===== src/rtl/muldiv_unit.sv =====
// Iterative multiply/divide unit with HI/LO result registers.
// Shift-add multiply and restoring divide, one bit per cycle over WIDTH cycles.
module muldiv_unit #(
    parameter int unsigned WIDTH = 32
) (
    input  logic             clk,
    input  logic             reset,
    input  logic             start,
    input  logic [2:0]       op,
    input  logic [WIDTH-1:0] a,
    input  logic [WIDTH-1:0] b,
    input  logic             kill,
    output logic             busy,
    output logic             done,
    output logic [WIDTH-1:0] hi,
    output logic [WIDTH-1:0] lo
);

    localparam int unsigned W    = WIDTH;
    localparam int unsigned W2   = 2 * WIDTH;
    localparam int unsigned CW   = $clog2(WIDTH);
    localparam logic [CW-1:0] LAST = CW'(WIDTH - 1);

    typedef enum logic {
        IDLE = 1'b0,
        RUN  = 1'b1
    } state_e;

    state_e        state_q, state_d;
    logic [CW-1:0] cnt_q, cnt_d;
    logic          is_div_q, is_div_d;
    logic          neg_lo_q, neg_lo_d;
    logic          neg_hi_q, neg_hi_d;
    logic          dz_q, dz_d;
    logic [W-1:0]  opnd_q, opnd_d;
    logic [W-1:0]  acc_hi_q, acc_hi_d;
    logic [W-1:0]  acc_lo_q, acc_lo_d;
    logic [W-1:0]  hi_q, hi_d;
    logic [W-1:0]  lo_q, lo_d;
    logic          done_q, done_d;

    // Operand magnitudes; op[0]=0 selects the signed variants
    logic         sgn_op, a_neg, b_neg;
    logic [W-1:0] a_mag, b_mag;

    always_comb begin
        sgn_op = ~op[0];
        a_neg  = sgn_op & a[W-1];
        b_neg  = sgn_op & b[W-1];
        a_mag  = a_neg ? (~a + W'(1)) : a;
        b_mag  = b_neg ? (~b + W'(1)) : b;
    end

    // One iteration of each datapath, computed from the accumulator pair
    logic [W:0]   mul_sum;
    logic [W-1:0] mul_hi, mul_lo;
    logic [W:0]   rem_sh, div_diff;
    logic [W-1:0] div_rem, div_quo;

    always_comb begin
        mul_sum  = {1'b0, acc_hi_q} + (acc_lo_q[0] ? {1'b0, opnd_q} : '0);
        mul_hi   = mul_sum[W:1];
        mul_lo   = {mul_sum[0], acc_lo_q[W-1:1]};
        rem_sh   = {acc_hi_q, acc_lo_q[W-1]};
        div_diff = rem_sh - {1'b0, opnd_q};
        if (div_diff[W]) begin
            div_rem = rem_sh[W-1:0];
            div_quo = {acc_lo_q[W-2:0], 1'b0};
        end else begin
            div_rem = div_diff[W-1:0];
            div_quo = {acc_lo_q[W-2:0], 1'b1};
        end
    end

    // Sign fix-up applied to the final iteration's result
    logic [W2-1:0] prod_u, prod_s;
    logic [W-1:0]  quo_s, rem_s, res_hi, res_lo;

    always_comb begin
        prod_u = {mul_hi, mul_lo};
        prod_s = neg_lo_q ? (~prod_u + W2'(1)) : prod_u;
        quo_s  = dz_q ? '1 : (neg_lo_q ? (~div_quo + W'(1)) : div_quo);
        rem_s  = neg_hi_q ? (~div_rem + W'(1)) : div_rem;
        res_hi = is_div_q ? rem_s : prod_s[W2-1:W];
        res_lo = is_div_q ? quo_s : prod_s[W-1:0];
    end

    always_comb begin
        state_d  = state_q;
        cnt_d    = cnt_q;
        is_div_d = is_div_q;
        neg_lo_d = neg_lo_q;
        neg_hi_d = neg_hi_q;
        dz_d     = dz_q;
        opnd_d   = opnd_q;
        acc_hi_d = acc_hi_q;
        acc_lo_d = acc_lo_q;
        hi_d     = hi_q;
        lo_d     = lo_q;
        done_d   = 1'b0;

        case (state_q)
            IDLE: begin
                if (start && !kill) begin
                    if (!op[2]) begin
                        state_d  = RUN;
                        cnt_d    = '0;
                        is_div_d = op[1];
                        neg_lo_d = a_neg ^ b_neg;
                        neg_hi_d = a_neg;
                        dz_d     = op[1] && (b == '0);
                        acc_hi_d = '0;
                        // Divide shifts the dividend out of acc_lo; multiply shifts the multiplier
                        opnd_d   = op[1] ? b_mag : a_mag;
                        acc_lo_d = op[1] ? a_mag : b_mag;
                    end else if (!op[1]) begin
                        if (op[0]) begin
                            lo_d = a;
                        end else begin
                            hi_d = a;
                        end
                    end
                end
            end
            RUN: begin
                if (kill) begin
                    state_d = IDLE;
                end else begin
                    cnt_d    = cnt_q + CW'(1);
                    acc_hi_d = is_div_q ? div_rem : mul_hi;
                    acc_lo_d = is_div_q ? div_quo : mul_lo;
                    if (cnt_q == LAST) begin
                        state_d = IDLE;
                        done_d  = 1'b1;
                        hi_d    = res_hi;
                        lo_d    = res_lo;
                    end
                end
            end
        endcase
    end

    always_ff @(posedge clk or negedge reset) begin
        if (!reset) begin
            state_q  <= IDLE;
            cnt_q    <= '0;
            is_div_q <= 1'b0;
            neg_lo_q <= 1'b0;
            neg_hi_q <= 1'b0;
            dz_q     <= 1'b0;
            opnd_q   <= '0;
            acc_hi_q <= '0;
            acc_lo_q <= '0;
            hi_q     <= '0;
            lo_q     <= '0;
            done_q   <= 1'b0;
        end else begin
            state_q  <= state_d;
            cnt_q    <= cnt_d;
            is_div_q <= is_div_d;
            neg_lo_q <= neg_lo_d;
            neg_hi_q <= neg_hi_d;
            dz_q     <= dz_d;
            opnd_q   <= opnd_d;
            acc_hi_q <= acc_hi_d;
            acc_lo_q <= acc_lo_d;
            hi_q     <= hi_d;
            lo_q     <= lo_d;
            done_q   <= done_d;
        end
    end

    assign busy = (state_q == RUN);
    assign done = done_q;
    assign hi   = hi_q;
    assign lo   = lo_q;

endmodule


===== config.mk =====
export PLATFORM = sky130hd
export DESIGN_NAME = muldiv_unit
export DESIGN_NICKNAME = d
export VERILOG_FILES = /design/src/rtl/muldiv_unit.sv
export SDC_FILE = /design/constraint.sdc
export NUM_CORES = 1
export LEC_CHECK = 0
export ABC_AREA = 1
export ABC_CLOCK_PERIOD_IN_PS = 7700
export BUFFER_PORTS_ARGS = -buffer_cell sky130_fd_sc_hd__buf_2
export CAP_MARGIN = 25
export CORE_ASPECT_RATIO = 0.7
export CORE_UTILIZATION = 45
export CTS_BUF_LIST = sky130_fd_sc_hd__clkbuf_8
export CTS_CLUSTER_DIAMETER = 100
export DETAILED_ROUTE_END_ITERATION = 10
export HOLD_SLACK_MARGIN = 0.06
export REMOVE_ABC_BUFFERS = 1
export SYNTH_ARGS = -nofsm -noshare
export SYNTH_HDL_FRONTEND = slang
export SYNTH_SLANG_ARGS = --single-unit

===== constraint.sdc =====
create_clock -name clk -period 7.7 [get_ports clk]
set_input_delay 1.54 -clock clk [delete_from_list [all_inputs] [get_ports clk]]
set_output_delay 1.54 -clock clk [all_outputs]
set_load 0.03 [all_outputs]

==> impl_metrics.ini <==
[outcome]
status = complete, no violations

[synthesis]
yosysSeqAreaShare_pct = 22.1
synth_top_area_cell = dfrtp_1
synth_cell_types = 66
synth_area_mm2 = 0.0193
syn_avg_cell_area_um2 = 5.94
async_flop_share_pct = 100
synth_edf_count = 0
ys_top_cells_by_area = dfrtp_1 22%, nand2_1 18%, inv_1 9.0%, nor2_1 7.6%, o21ai_0 5.7%
synth_top_area_share_pct = 22.1
synth_seq_cells = 171
yosysWarnings = 0
synth_top_flop_cell = dfrtp_1
syn_inst = 3254

[final_layout]
nets = 3459
utilization_pct = 49.2
final_cell_mix = 914 x nand2_1, 465 x inv_1, 390 x nor2_1
final_common_cell = nand2_1
layout.cells.non_filler = 3881
final_area_mm2 = 0.0208
drive_above_1_share_pct = 8.59
syn2layout_area_growth_pct = 7.67

[floorplan]
die_x_um = 250
num_rows = 63
dieArea_mm2 = 0.0438
io_pins = 137
initial_utilization_pct = 45.7
core-area_mm2 = 0.0423
die_h_um = 175

[timing]
grt_setup_unrepaired = false
post-route-period-util_pct = 61.9
fmax_mhz = 210
finalHoldViolations = 0
min_period_ps = 4770
maxSlewViolCount = 0
tightestPinTransition_ps = 1100
finalSetupViolCount = 0
maxSlewHeadroom_pct = 26.7
finClkSkew_ps = 32.7

[grt]
antenna_found_initial = 1
gr-usage-met3_pct = 11.4
grt_pass1_vias = 21000
use_met2_pct = 56.6
met1_usage_pct = 62.4
grt.total_usage_pct = 41.5
grt_pass1_wl_mm = 135
grt_max_degree = 107
gr-total-overflow = 0
top_usage_layer = met1

[power]
p_leak_nw = 10.7
vdd_drop_max_v = 0.000312
p_per_area_mw_per_mm2 = 481

[setup_path]
worstReg2RegStart = acc_lo_q[31]$_DFFE_PN0P_
critPathLaunchType = register
cp-startpoint = acc_lo_q[31]$_DFFE_PN0P_
rr_endpoint = hi[14]$_DFFE_PN0P_
r2r_cells = 24
required_ps = 8150
timing_worst_setup_path_type = reg2reg
r2r_setup_slack_ps = 2930
crit_path_max_fanout = 40
crit_path_end = hi[14]$_DFFE_PN0P_
end_kind = register
arrival_ps = 5220

[route]
wirelength_mm = 92.3
wl_per_cell_um = 23.8
avgViaCountPerCell = 6.03
drt_pass1_iterations = 6
drt_iter0_markers = 3332
ant_nets = 0
vias = 23400
drc = 0

[clocking]
ctsHtreeMaxLevel = 4
post_cts_resized = 0
clock_sinks = 171
cts_buffers = 17
ctsHoldBuffers = 0
cts_tree = yes
clock_latency_ps = 530
cts_buffer_depth = 2
postCtsSetupRepairBufs = 0
clock-root-buffer = clkbuf_8
clk_pin_slew_ps = 110

[placed_design]
place_congestion = 1.08
io_buffers = 136
placed_area_mm2 = 0.0204
post-dp-hpwl_mm = 72.7
placed_cells = 3847

[job]
cap_violations = 0

[worst_hold_path]
hp-class = reg2reg
worst min path at each step:
| stage | start | end | cells after the start |
|---|---|---|---|
| 4_1_cts | hi[17]$_DFFE_PN0P_ | hi[17]$_DFFE_PN0P_ | 2 |
| 3_3_place_gp | hi[17]$_DFFE_PN0P_ | hi[17]$_DFFE_PN0P_ | 2 |
| 2_1_floorplan | cnt_q[2]$_DFFE_PN0P_ | cnt_q[2]$_DFFE_PN0P_ | 1 |
| 6_report | lo[3]$_DFFE_PN0P_ | lo[3]$_DFFE_PN0P_ | 1 |
| 5_1_grt | lo[2]$_DFFE_PN0P_ | lo[2]$_DFFE_PN0P_ | 1 |
| 3_5_place_dp | hi[17]$_DFFE_PN0P_ | hi[17]$_DFFE_PN0P_ | 2 |
cell usage after synthesis (7+ instances only):
cell type,count
nand2_1,914
inv_1,464
nor2_1,392
o21ai_0,219
nand3_1,201
dfrtp_1,171
a21oi_1,151
clkbuf_1,90
ha_1,71
xor2_1,68
nand4_1,51
nor3_1,47
o211ai_1,35
xnor2_1,33
o22ai_1,24
o221ai_1,23
or2_2,22
a2bb2oi_1,21
nand2_2,20
nand3b_1,17
o21a_1,15
buf_2,13
a21boi_0,12
nor4_1,12
a31oi_1,11
o311ai_0,11
a22oi_1,10
buf_1,10
a21boi_1,9
o21ai_1,9
inv_2,7
nand2_4,7
nor2_2,7
o2111ai_1,7
routing by layer:
layer  share of wire, %  routed length, um  vias up
met5                  0                  0        -
met4                3.0               2740        0
met3                 13              12200      135
met2                 39              35700     1601
met1                 45              41600    11000
li1                   -                  -    10700
layout make-up:
class | instances | area, um2
fill | 4534 | 21500
multi-input combinational | 2486 | 12800
sequential | 171 | 4290
inverter | 477 | 1790
timing repair buffer | 162 | 905
tap | 552 | 691
clock buffer | 18 | 248
clock inverter | 14 | 136
antenna | 1 | 2.50
kinds of logic after synthesis:
| family | count (synthesis) | share of synthesized area (%) |
|---|---|---|
| XOR/XNOR | 101 | 4.57 |
| AO/OA/AOI/OAI | 608 | 19.3 |
| adder cells (fa/ha/maj) | 73 | 4.80 |
| flip-flops | 171 | 22.1 |
| AND/OR/NAND/NOR | 1704 | 37.2 |
| buffers and inverters | 597 | 11.9 |
per-stage QoR:
stage / hold WS (ps) / power, mW / setup TNS [ps] / setup slack, ps
finish: 496 / 10.0 / 0 / 2930
floorplan: 454 / 6.53 / -1860 / -266
detailed placement: 470 / 8.98 / 0 / 2820
CTS: 496 / 9.71 / 0 / 3120
global route: 513 / 10.7 / 0 / 2720
global placement: 462 / 8.97 / 0 / 2870
report_power, final:
group,switching (mW),internal [mW],leakage (nW)
clock network,0.435,0.271,0.186
registers,0.406,1.20,2.06
logic,5.56,2.14,8.46
total,6.41,3.61,10.7
registers in the layout, summed over array words and instances, names as in the netlist:
name	count
acc_lo_q	32
dz_q	1
cnt_q	5
neg_lo_q	1
hi	32
neg_hi_q	1
is_div_q	1
acc_hi_q	32
done	1
busy	1
opnd_q	32
lo	32
worst max-delay path: stages (launching register included):
cell and delay [ps]:
dfrtp_1 570, inv_1 150, ha_1 160, inv_1 90, fa_1 410, nand2_1 80, nand2_1 80, nand3_1 100
nand2_2 110, nand2_2 110, nand2_4 60, nand2_4 100, nand3_4 170, nand2_4 510, nand2_1 130, nand2_2 130
ha_1 200, nand2_1 110, nor2_1 240, nand3_1 270, o21ai_2 440, nand3_1 120, o211ai_1 140, nand2_1 90
a21boi_2 130
No activity file was read; power rests on OpenSTA's default activity.
